==> config.mk <==
export PLATFORM = sky130hd
export DESIGN_NAME = ifetch_queue
export DESIGN_NICKNAME = d
export VERILOG_FILES = /design/src/rtl/ifetch_queue.sv
export SDC_FILE = /design/constraint.sdc
export NUM_CORES = 1
export LEC_CHECK = 0
export CAP_MARGIN = 5
export CORE_ASPECT_RATIO = 0.75
export CORE_UTILIZATION = 27
export DETAILED_ROUTE_END_ITERATION = 8
export GPL_TIMING_DRIVEN = 0
export HOLD_SLACK_MARGIN = 0.15
export PLACE_DENSITY = 0.49
export SLEW_MARGIN = 20
export SYNTH_ARGS = -nofsm -noshare
export SYNTH_HDL_FRONTEND = slang
export SYNTH_SLANG_ARGS = --single-unit
==> constraint.sdc <==
create_clock -name clk -period 9.45 [get_ports clk]
set_input_delay 2.3625 -clock clk [delete_from_list [all_inputs] [get_ports clk]]
set_output_delay 2.3625 -clock clk [all_outputs]
set_load 0.03 [all_outputs]
==> src/rtl/ifetch_queue.sv <==
// Instruction-fetch front end: sequential PC generation, handshaked imem requests,
// and an in-order DEPTH-entry queue of returned words with redirect flush.
module ifetch_queue #(
  parameter int          DEPTH    = 4,
  parameter logic [31:0] RESET_PC = 32'h0000_0000
) (
  input  logic        clk,
  input  logic        rst_n,
  output logic        imem_req,
  output logic [31:0] imem_addr,
  input  logic        imem_gnt,
  input  logic        imem_rvalid,
  input  logic [31:0] imem_rdata,
  input  logic        redirect,
  input  logic [31:0] redirect_pc,
  output logic        instr_valid,
  output logic [31:0] instr,
  output logic [31:0] instr_pc,
  output logic [31:0] instr_pc4,
  input  logic        instr_ready
);

  localparam int PW = $clog2(DEPTH);
  localparam int CW = $clog2(DEPTH + 1);

  logic [PW-1:0]    head, tail, fill_idx;
  logic [CW-1:0]    alloc_cnt, fill_cnt, drop_cnt, unfilled;
  logic [CW:0]      credit;
  logic [DEPTH-1:0] filled;
  logic [31:0]      pc_q   [DEPTH];
  logic [31:0]      data_q [DEPTH];
  logic [31:0]      fetch_pc;
  logic             run;
  logic             grant, pop, outstanding, rsp_taken, drop_rsp, fill;
  logic             unused_bits;

  assign unused_bits = ^redirect_pc[1:0];

  // Dropped responses still occupy credit, so outstanding requests never exceed DEPTH.
  assign credit      = {1'b0, alloc_cnt} + {1'b0, drop_cnt};
  assign unfilled    = alloc_cnt - fill_cnt;
  assign imem_req    = run && !redirect && (credit < (CW+1)'(DEPTH));
  assign imem_addr   = fetch_pc;
  assign grant       = imem_req && imem_gnt;

  assign instr_valid = filled[head] && !redirect;
  assign pop         = instr_valid && instr_ready;
  assign instr       = filled[head] ? data_q[head]         : 32'h0;
  assign instr_pc    = filled[head] ? pc_q[head]           : 32'h0;
  assign instr_pc4   = filled[head] ? pc_q[head] + 32'd4   : 32'h0;

  // Responses are in order: stale ones (drop_cnt) drain before any new slot fills.
  assign outstanding = (unfilled != '0) || (drop_cnt != '0);
  assign rsp_taken   = imem_rvalid && outstanding;
  assign drop_rsp    = imem_rvalid && (drop_cnt != '0);
  assign fill        = imem_rvalid && (drop_cnt == '0) && (unfilled != '0);
  assign fill_idx    = PW'(head + fill_cnt[PW-1:0]);

  always_ff @(posedge clk or negedge rst_n) begin
    if (!rst_n) begin
      run       <= 1'b0;
      fetch_pc  <= RESET_PC;
      head      <= '0;
      tail      <= '0;
      alloc_cnt <= '0;
      fill_cnt  <= '0;
      drop_cnt  <= '0;
      filled    <= '0;
    end else begin
      run <= 1'b1;
      if (redirect) begin
        head      <= '0;
        tail      <= '0;
        alloc_cnt <= '0;
        fill_cnt  <= '0;
        filled    <= '0;
        fetch_pc  <= {redirect_pc[31:2], 2'b00};
        drop_cnt  <= drop_cnt + unfilled - CW'(rsp_taken);
      end else begin
        if (grant) begin
          tail         <= PW'(tail + PW'(1));
          fetch_pc     <= fetch_pc + 32'd4;
          filled[tail] <= 1'b0;
        end
        if (fill) filled[fill_idx] <= 1'b1;
        if (pop) begin
          head         <= PW'(head + PW'(1));
          filled[head] <= 1'b0;
        end
        alloc_cnt <= alloc_cnt + CW'(grant) - CW'(pop);
        fill_cnt  <= fill_cnt + CW'(fill) - CW'(pop);
        drop_cnt  <= drop_cnt - CW'(drop_rsp);
      end
    end
  end

  always_ff @(posedge clk) begin
    if (grant) pc_q[tail]       <= fetch_pc;
    if (fill)  data_q[fill_idx] <= imem_rdata;
  end

`ifndef SYNTHESIS
  rvalid_expected: assert property (@(posedge clk) disable iff (!rst_n)
    imem_rvalid |-> outstanding)
    else $error("imem_rvalid with no request outstanding");
`endif

endmodule

Yosys cells after proc, flatten, opt, wreduce, memory -nomap -nowiden:

Memories as Yosys holds them, arrays and structs flattened.
Index checks and enable logic that the tools add are counted.

* bits in registers: 50
* bits in writable memories: 256
* bits of input ports: 70
* output and inout port bits: 130
* logic and storage cells: 85
* memories kept: 2

* $add $sub $neg: 14
* magnitude comparators: 7
* muxes and demuxes: 30
* bitwise logic cells: 5
* reduce and logical (&&, ||, !) cells: 19

Memories
* data_q: depth 4, width 32, rd ports 1, clocked after memory_dff 0, wr ports 1, RTL line 31 `logic [31:0] data_q [DEPTH];`
* pc_q: depth 4, width 32, rd ports 1, clocked after memory_dff 0, wr ports 1, RTL line 30 `logic [31:0] pc_q [DEPTH];`

Operators with widths (number)
* 32-bit two-way mux: 5
* 32-bit by 3-bit adder with 32-bit output, second input constant: 2
* 4-bit two-way mux: 6
* 1-bit logical AND: 12
* 3-bit by 1-bit subtractor with 3-bit output: 4
* 2-bit by 3-bit < comparator with 1-bit output, second input constant: 3
* 3-bit two-way mux: 3
* 4-bit AND: 2
* 1-bit two-way mux: 8
* 2-bit two-way mux: 4
* 4-bit NOT: 2
* 3-bit by 1-bit adder with 3-bit output: 2
* 1-bit demux with 2-bit select: 3
* 2-bit by 1-bit greater-or-equal comparator with 1-bit output, second input constant: 3
* 3-bit nonzero test: 2
* 2-bit by 1-bit adder with 2-bit output, second input constant: 2
* 3-bit by 3-bit adder with 4-bit output: 1
* 4-bit by 3-bit < comparator with 1-bit output, second input constant: 1
* 4-bit bitwise OR: 1
* 2-bit nonzero test: 2
* 3-bit adder: 1
* 3-bit logical NOT: 1
* 3-bit subtractor: 1
* 2-bit adder: 1
* other kinds (3): 3

Longest topological paths before layout:

* word-level depth: 14
* gate-level depth with buffers: 14
* depth with buffers taken out: 14

Worst setup path after synthesis:

OpenSTA, ideal clock, no wires.

* path type: input-to-output
* from: in redirect
* to: out instr_valid
* arrival time: 3.398 ns
* data required time: 7.088 ns
* slack: 3.690 ns
* cell stages on the path: 4
* path buffers: 3
* path through: clkbuf_1 clkbuf_1 buf_1 nor2_1

* cells in the longest elaborated chain, start to end: 2

RTL lines
* start: declaration: RTL line 14 `input logic redirect,`
* 1-bit logical NOT: RTL line 46 `assign instr_valid = filled[head] && !redirect;`
* 1-bit logical AND: RTL line 46
* end: declaration: RTL line 16 `output logic instr_valid,`

No other way between the ends.

Final worst setup path:

Same ends and word-level chain as after synthesis.

==> impl_metrics.ini <==
[detailed_routing]
drt_wl_total_um = 37200
drtPass1Iterations = 5
vias_per_cell = 4.73
ant_nets = 0
drcViolationCount = 0
routedWlPerCell_um = 21.0
drtIter0Drc = 652
vias = 8387

[critical_path]
critPathArrivalTime_ns = 4.69
cp_top_family = buffers and inverters
startpoint = redirect
slowest_delay_ns = 0.66
crit_chain = clkbuf_1, clkbuf_1, buf_1, nor2_1, clkdlybuf4s50_1
worst_path_max_delay_cell = clkdlybuf4s50_1
critical_path_buf_inv_count = 4
critPathKind = in -> out
cp.required_ns = 7.09
reg2reg_from = head[0]
start_kind = input pin
path_common_cell = clkbuf_1
end_kind = output pin
crit_path_max_fanout = 10

[sta]
tightest_slew_ns = 0.947
finClkSkew_ns = 0.0233
min_period_ns = 7.05
rsz0062_at_grt = false
slew_headroom = 0.363
hold_ws_ns = 0.526
final.setup.worst_slack_ns = 2.40
fin_tns_setup_ns = 0
report.final.slew_viol_count = 0
timing.fmax_ghz = 0.142
hold_viol = 0
timing.final.crit_share = 0.746
setup_viol = 0

[power_and_ir_drop]
vdd_drop_max_mv = 0.110
total_power_mw = 3.24
leakage_nw = 5.85
power.density_nw_per_um2 = 187

[yosys]
synth_area_leaders = edfxtp_1 56%, mux4_2 9.3%, dfrtp_1 9.0%
synth_cell_type_count = 63
synthCells = 864
yosysMostFrequentCell = edfxtp_1
synth_edf_count = 248
async_flop_share = 0.162
synth.largest_area_cell = edfxtp_1
avgSynthCellArea_um2 = 15.4
synth_seq_cells = 296
synth_warnings = 0
seq_area_frac_synth = 0.651
synth_top_area_share = 0.561
syn_area_um2 = 13300
ys.flop_type = edfxtp_1
synthTopCellsByCount = 248 x edfxtp_1, 64 x and2_1, 60 x nand2_1

[layout]
postLayoutCellArea_um2 = 17400
drive_gt1_frac = 0.147
area_delta_synth_final_pct = 30.9
layoutNonFillerInstCount = 1773
final_core_util = 0.363
fin_nets = 1206

[floorplan]
ioPinCount = 200
die_width_um = 258
std_cell_rows = 69
die-height_um = 194
start_util = 0.277
die_area_um2 = 50100
core_area_um2 = 47900

[worst_hold_path]
hold_start = drop_cnt[2]
hold_path.class = reg -> reg

[global_routing]
grt-ovfl-total = 0
grt_usage = 0.149
grt_max_degree = 49
grt_pass1_vias = 8593
antenna_found_initial = 0
grt_first_pass_wirelength_um = 55700

[placed_design]
hpwl_um = 27000
postPlaceCellArea_um2 = 16200
place_inst = 1712
gp_congestion = 0.787
port_buffers = 190
place_ws_ns = 2.36

[clocking]
cts_hold_buf = 0
cts_setup_buffers = 0
clockBufferDepth = 3
clkSlewWorstSetupHoldPaths_ns = 0.05
cts_made_buffers = 34
root_buffer = clkbuf_16
cts_num_sinks = 296
cts_tree = done
cts.repair.resized = 0
clk_latency_ns = 0.51
cts-htree-levels = 2

[run_status]
outcome = complete, no violations

[job]
drv_cap = 0
-- power by group --
part           switching, mW  internal (mW)
combinational          0.179          0.135
clock                  0.528          0.865
sequential            0.0715           1.47
total                  0.778           2.47
-- path summary, 6_finish.rpt --
kind                                end  slack [ns]  cells after the start
min                         drop_cnt[2]        0.53                      1
max                         instr_valid        2.40                      5
max in group asynchronous     filled[1]        7.09                      1
min in group asynchronous  imem_addr[5]        1.88                      1
max reg2reg                 fill_cnt[2]        5.72                     12
min reg2reg                 drop_cnt[2]        0.53                      1
-- flip-flops by register name, indices dropped and copies added, names as in the netlist --
signal and flops:
alloc_cnt 3, data_q 128, drop_cnt 3, fill_cnt 3
filled 4, head 2, imem_addr 30, pc_q 120
run 1, tail 2
-- kinds of logic (layout without fill, tap and decap cells) --
| kind of cell | count (synthesis) | after routing | synth area share |
|---|---|---|---|
| other cells | 2 | 8 | 0.000566 |
| compound gates | 108 | 108 | 0.0515 |
| flops | 296 | 296 | 0.651 |
| fa+ha+maj | 27 | 27 | 0.0277 |
| xor+xnor | 23 | 23 | 0.0163 |
| simple gates | 264 | 264 | 0.111 |
| mux | 68 | 68 | 0.113 |
| buf+inv | 76 | 340 | 0.0280 |
-- layout by cell type, fill, tap and decap left out, types with 7 or more instances in the layout --
cell type	instances
xor2_1	7
nor4_1	8
or3_1	11
buf_2	10
conb_1	7
a21oi_1	22
mux4_1	8
nor3_1	11
o31ai_1	8
nand2_1	60
or4_1	10
mux4_2	55
dfrtp_1	48
nand4_1	9
clkdlybuf4s50_1	189
xnor2_1	15
o21ai_0	32
and2_1	62
clkbuf_8	7
ha_1	23
nand3_1	23
o21ai_1	7
nor2_1	34
clkbuf_1	26
inv_1	26
clkbuf_16	35
buf_4	15
edfxtp_1	248
-- layout make-up --
class	count	area (um^2)
Antenna cell	1	2.50
Buffer	46	259
Clock buffer	41	928
Clock inverter	19	255
Fill cell	4611	30500
Inverter	30	113
Multi-Input combinational cell	497	4290
Sequential cell	296	8650
Tap cell	639	800
Timing Repair Buffer	204	2080
-- per-layer routing --
metal	part of all wire	vias to the layer above	global-route usage	wire length, um
met2	0.43	179	0.216	16000
li1	-	3846	-	-
met4	0.027	0	0.0471	990
met1	0.50	4298	0.224	18600
met5	0	-	0	0
met3	0.041	64	0.0246	1520
No activity file was read; power rests on OpenSTA's default activity.
==> variant 1: new RTL, same flow settings <==
Reset style: synchronous (`rst_n`), changed in one clocked block.
--- a/src/rtl/ifetch_queue.sv
+++ b/src/rtl/ifetch_queue.sv
@@ -56,7 +56,7 @@
   assign fill        = imem_rvalid && (drop_cnt == '0) && (unfilled != '0);
   assign fill_idx    = PW'(head + fill_cnt[PW-1:0]);
 
-  always_ff @(posedge clk or negedge rst_n) begin
+  always_ff @(posedge clk) begin
     if (!rst_n) begin
       run       <= 1'b0;
       fetch_pc  <= RESET_PC;
Formal check against the unedited RTL: differs if rst_n is asserted again (counterexample within 4 cycles, from zero or initial values and one cycle with rst_n low); with rst_n held inactive, the same outputs for 4 cycles.
==> variant 1 against the unedited design <==
  * Sequential cell count rose by 2
  * Via count fell by 2.2%
  * Core utilization fell by 0.39 points
  * Cell count rose by 0.45%
  * Routed wire length fell by 4.5%
  * Power fell by 9.6%
  * Area after synthesis fell by 1.2%
  * Final area fell by 1.6%
  * Sequential power fell by 4%
  * Register-to-register slack got worse by 0.26 ns
  * First-iteration DRC count fell by 26%
  * Setup slack got worse by 0.43 ns
  * Critical path type unchanged
  * Largest cell class unchanged
  * Highest routed layer unchanged
==> variant 1: results (changes against the unedited design) <==
Critical path
  – CP max stage delay: 0.74 ns (+0.08 ns)
  – Critical Path AT: 5.12 ns (+0.43 ns)

Final layout
  – Fraction of cell area in non-clock buffers: 0.138 (+0.00294)
  – Inverter count: 32 (+6.7%)
  – Ant. Diodes: 0 (-1)
  – Clock buffers: 43 (+4.9%)
  – Layout cell share with drive strength beyond 1: 0.142 (-0.00466)
  – Clock buf/inv share: 0.0602 (-0.00796)
  – Multi-In Gates: 501 (+0.80%)
  – Final Non-Filler Cells: 1,781 (+0.45%)
  – Multi-input combinational area share: 0.254 (+0.00741)
  – Sequential cell area: 0.00845 sq mm (-2.3%)

Routing
  – WL/cell: 19.9 um (-4.9%)
  – DR iter-0 viols: 481 (-26%)

Logic synthesis
  – Synth unique cells: 58 (-7.9%)
  – Adder-cell share of the synthesized area: 0.0280 (+0.000328)
  – Most frequent cells after synthesis: edfxtp_1 (248), nor2_1 (66), nor2b_1 (62)
  – Sequential share of the synthesized area: 0.644 (-0.00755)
  – Compound-Gate Fraction of Synth Area: 0.0375 (-0.0140)
  – Mux cell area share after synthesis: 0.114 (+0.000765)
  – Yosys reg bits: 298 (+0.68%)

GRT
  – First-pass GRT wire length: 52.6 mm (-5.5%)
  – Largest net degree at the start of global routing: 25 (-49%)

Run status
  – Outcome: finished, final reports clean

Clock network
  – Clk_lat worst skew: 0.53 ns (+0.02 ns)
==> variant 1: final timing paths <==
| path | from | to | slack (ns) | cells after the start |
|---|---|---|---|---|
| worst max-delay path | redirect | instr_valid | 1.97 | 5 |
| worst min-delay path | tail[1]$_SDFFE_PP0P_ | tail[1]$_SDFFE_PP0P_ | 0.50 | 2 |
| worst max register to register | alloc_cnt[0]$_SDFF_PP0_ | data_q[2][25]$_DFFE_PP_ | 5.46 | 11 |
| worst min register to register | tail[1]$_SDFFE_PP0P_ | tail[1]$_SDFFE_PP0P_ | 0.50 | 2 |
==> variant 1: power by group through the flow <==
stage | clock network, mW | logic (mW) | registers (mW)
3_3_place_gp | 0 | 0.215 | 1.51
6_report | 1.23 | 0.219 | 1.48
3_5_place_dp | 0 | 0.221 | 1.51
5_1_grt | 1.32 | 0.239 | 1.48
4_1_cts | 1.27 | 0.222 | 1.48
2_1_floorplan | 0 | 0.107 | 1.51
==> variant 1: metal layers <==
metal	share of wire	up-vias	wire, um	global-route usage
li1	-	3802	-	-
met1	0.49	4166	17400	0.210
met2	0.44	187	15600	0.212
met3	0.049	48	1720	0.0297
met4	0.019	0	677	0.0403
met5	0	-	0	0
==> variant 1: worst reg2reg max path: stages, from the launching register on <==
cell	delay, ns
dfxtp_1	0.39
inv_1	0.07
ha_1	0.21
fa_1	0.38
xnor2_1	0.15
xnor2_1	0.23
o21ai_0	0.16
nor4_1	0.65
inv_1	0.23
nor3_2	0.67
buf_4	0.32
buf_4	0.21
==> variant 1: through the flow <==
stage	power, mW	cell area [sq um]	util
floorplan	1.62	13100	-
detailed placement	1.73	16100	0.337
global route	3.04	17100	0.359
global placement	1.72	15900	0.333
CTS	2.97	17100	0.359
finish	2.93	17100	0.359
==> variant 2: new RTL, config.mk and constraints unchanged <==
Made on the original files. Set the parameter `DEPTH` to 16 (it was 4).
--- a/src/rtl/ifetch_queue.sv
+++ b/src/rtl/ifetch_queue.sv
@@ -1,7 +1,7 @@
 // Instruction-fetch front end: sequential PC generation, handshaked imem requests,
 // and an in-order DEPTH-entry queue of returned words with redirect flush.
 module ifetch_queue #(
-  parameter int          DEPTH    = 4,
+  parameter int          DEPTH    = 16,
   parameter logic [31:0] RESET_PC = 32'h0000_0000
 ) (
   input  logic        clk,
Function: no difference found for any inputs over 4 cycles, from zero or initial values and one cycle with rst_n low; that may be too few to reach the edited logic, so the function may still have changed.
==> variant 2 against the unedited design <==
  * Routed wire length rose to 3.5 times the old value
  * Setup slack got worse by 1.7 ns
  * Global-route usage rose by 0.95 points
  * Clock skew rose by 0.0056 ns
  * Core utilization fell by 3.1 points
  * Sequential cell count rose by 766
  * Power rose to 3.3 times the old value
  * Combinational power rose to 3.1 times the old value
  * Final area rose to 3.1 times the old value
  * Worst hold slack improved by 0.034 ns
  * Sequential power rose to 3.5 times the old value
  * Area after synthesis rose to 3.3 times the old value
==> variant 2: results (changes against the unedited design) <==
Run status
  – Outcome: finished, final reports clean

Pwr
  – Switching Share: 0.242 (+0.00223)
  – Lkg Pwr: 16.7 nW (+190%)
  – Clock group: 4.35 mW (+210%)
  – Clock share of power: 0.405 (-0.024)

STA
  – Worst-case clock skew: 0.0288 ns (+0.00556 ns)
  – Worst slew pin tran: 1.07 ns (+0.125 ns)
  – Fin Hold WS: 0.561 ns (+0.0344 ns)

Final layout
  – Largest register FFs: 512 (+300%)
  – Nonclk buf count: 421 (+68%)
  – Fraction of cell area in non-clock buffers: 0.0735 (-0.0612)
  – Final Cell Area: 0.0531 sq mm (+210%)
  – Sequential cell area: 0.0315 sq mm (+260%)
  – Ant. Diodes: 0 (-1)
  – Final nets: 2,712 (+120%)
  – Seq Cell Count: 1,062 (+260%)

Critical path
  – Crit path kind: reg2out
  – R2R depth: 18 (+6)
  – Critical Path AT: 6.39 ns (+1.70 ns)

Logic synthesis
  – Post-synth EDFFs: 992 (+300%)
  – Most frequent cells after synthesis: edfxtp_1 (992), mux4_2 (253), nor2_1 (83)
  – Synth unique cells: 73 (+16%)
  – Async SR Flop Fraction: 0.0659 (-0.0962)
  – Sequential share of the synthesized area: 0.724 (+0.0731)

Routing
  – Metal3 WL: 7.17 mm (+370%)
  – WL met1: 56.7 mm (+200%)
  – Vias per inst: 4.87 (+3.0%)
  – Met2 WL post-DR: 63.5 mm (+300%)
  – DR iter-0 viols: 2,343 (+260%)

GRT
  – GR Util met1: 0.214 (-0.0102)
  – Met3 track demand over resource: 0.0305 (+0.00596)
  – Initial antenna violation count: 8 (+8)
  – GRT Util Overall: 0.158 (+0.00954)

Placement
  – Placed inst area: 0.0496 sq mm (+210%)
  – Post-DP HPWL: 89.3 mm (+230%)
  – GPL Wtd Cong: 0.819 (+4.1%)

Clock network
  – Clk_lat worst skew: 0.72 ns (+0.21 ns)
==> variant 2: stage by stage <==
stage	cells	worst slack, ns
6_report	4814	0.698
5_1_grt	4814	0.469
4_1_cts	4814	0.544
3_5_place_dp	4619	1.35
3_3_place_gp	4512	-2.55
2_1_floorplan	2194	3.00
==> variant 2: cells by family (layout without fill, tap and decap cells) <==
group                      Yosys count  count (layout)  share of synthesized area
and+or+nand+nor                    352             352                     0.0422
adders and majority gates           46              46                     0.0141
xor gates and xnor gates            44              44                    0.00885
muxes                              294             294                      0.153
AOI/OAI and AO/OA                  217             217                     0.0365
other                                2               7                   0.000172
buffers and inverters              172             664                     0.0210
DFF                               1062            1062                      0.724
==> variant 2: critical path: stages (launching register included) <==
cell             delay (ns)
dfrtp_1                0.56
buf_4                  0.27
buf_2                  0.29
buf_2                  0.39
buf_2                  0.43
buf_2                  0.38
mux4_1                 0.34
mux2i_1                0.16
mux2_2                 0.45
buf_2                  0.37
buf_2                  0.46
buf_2                  0.51
nor2_1                 0.32
clkdlybuf4s50_1        0.69
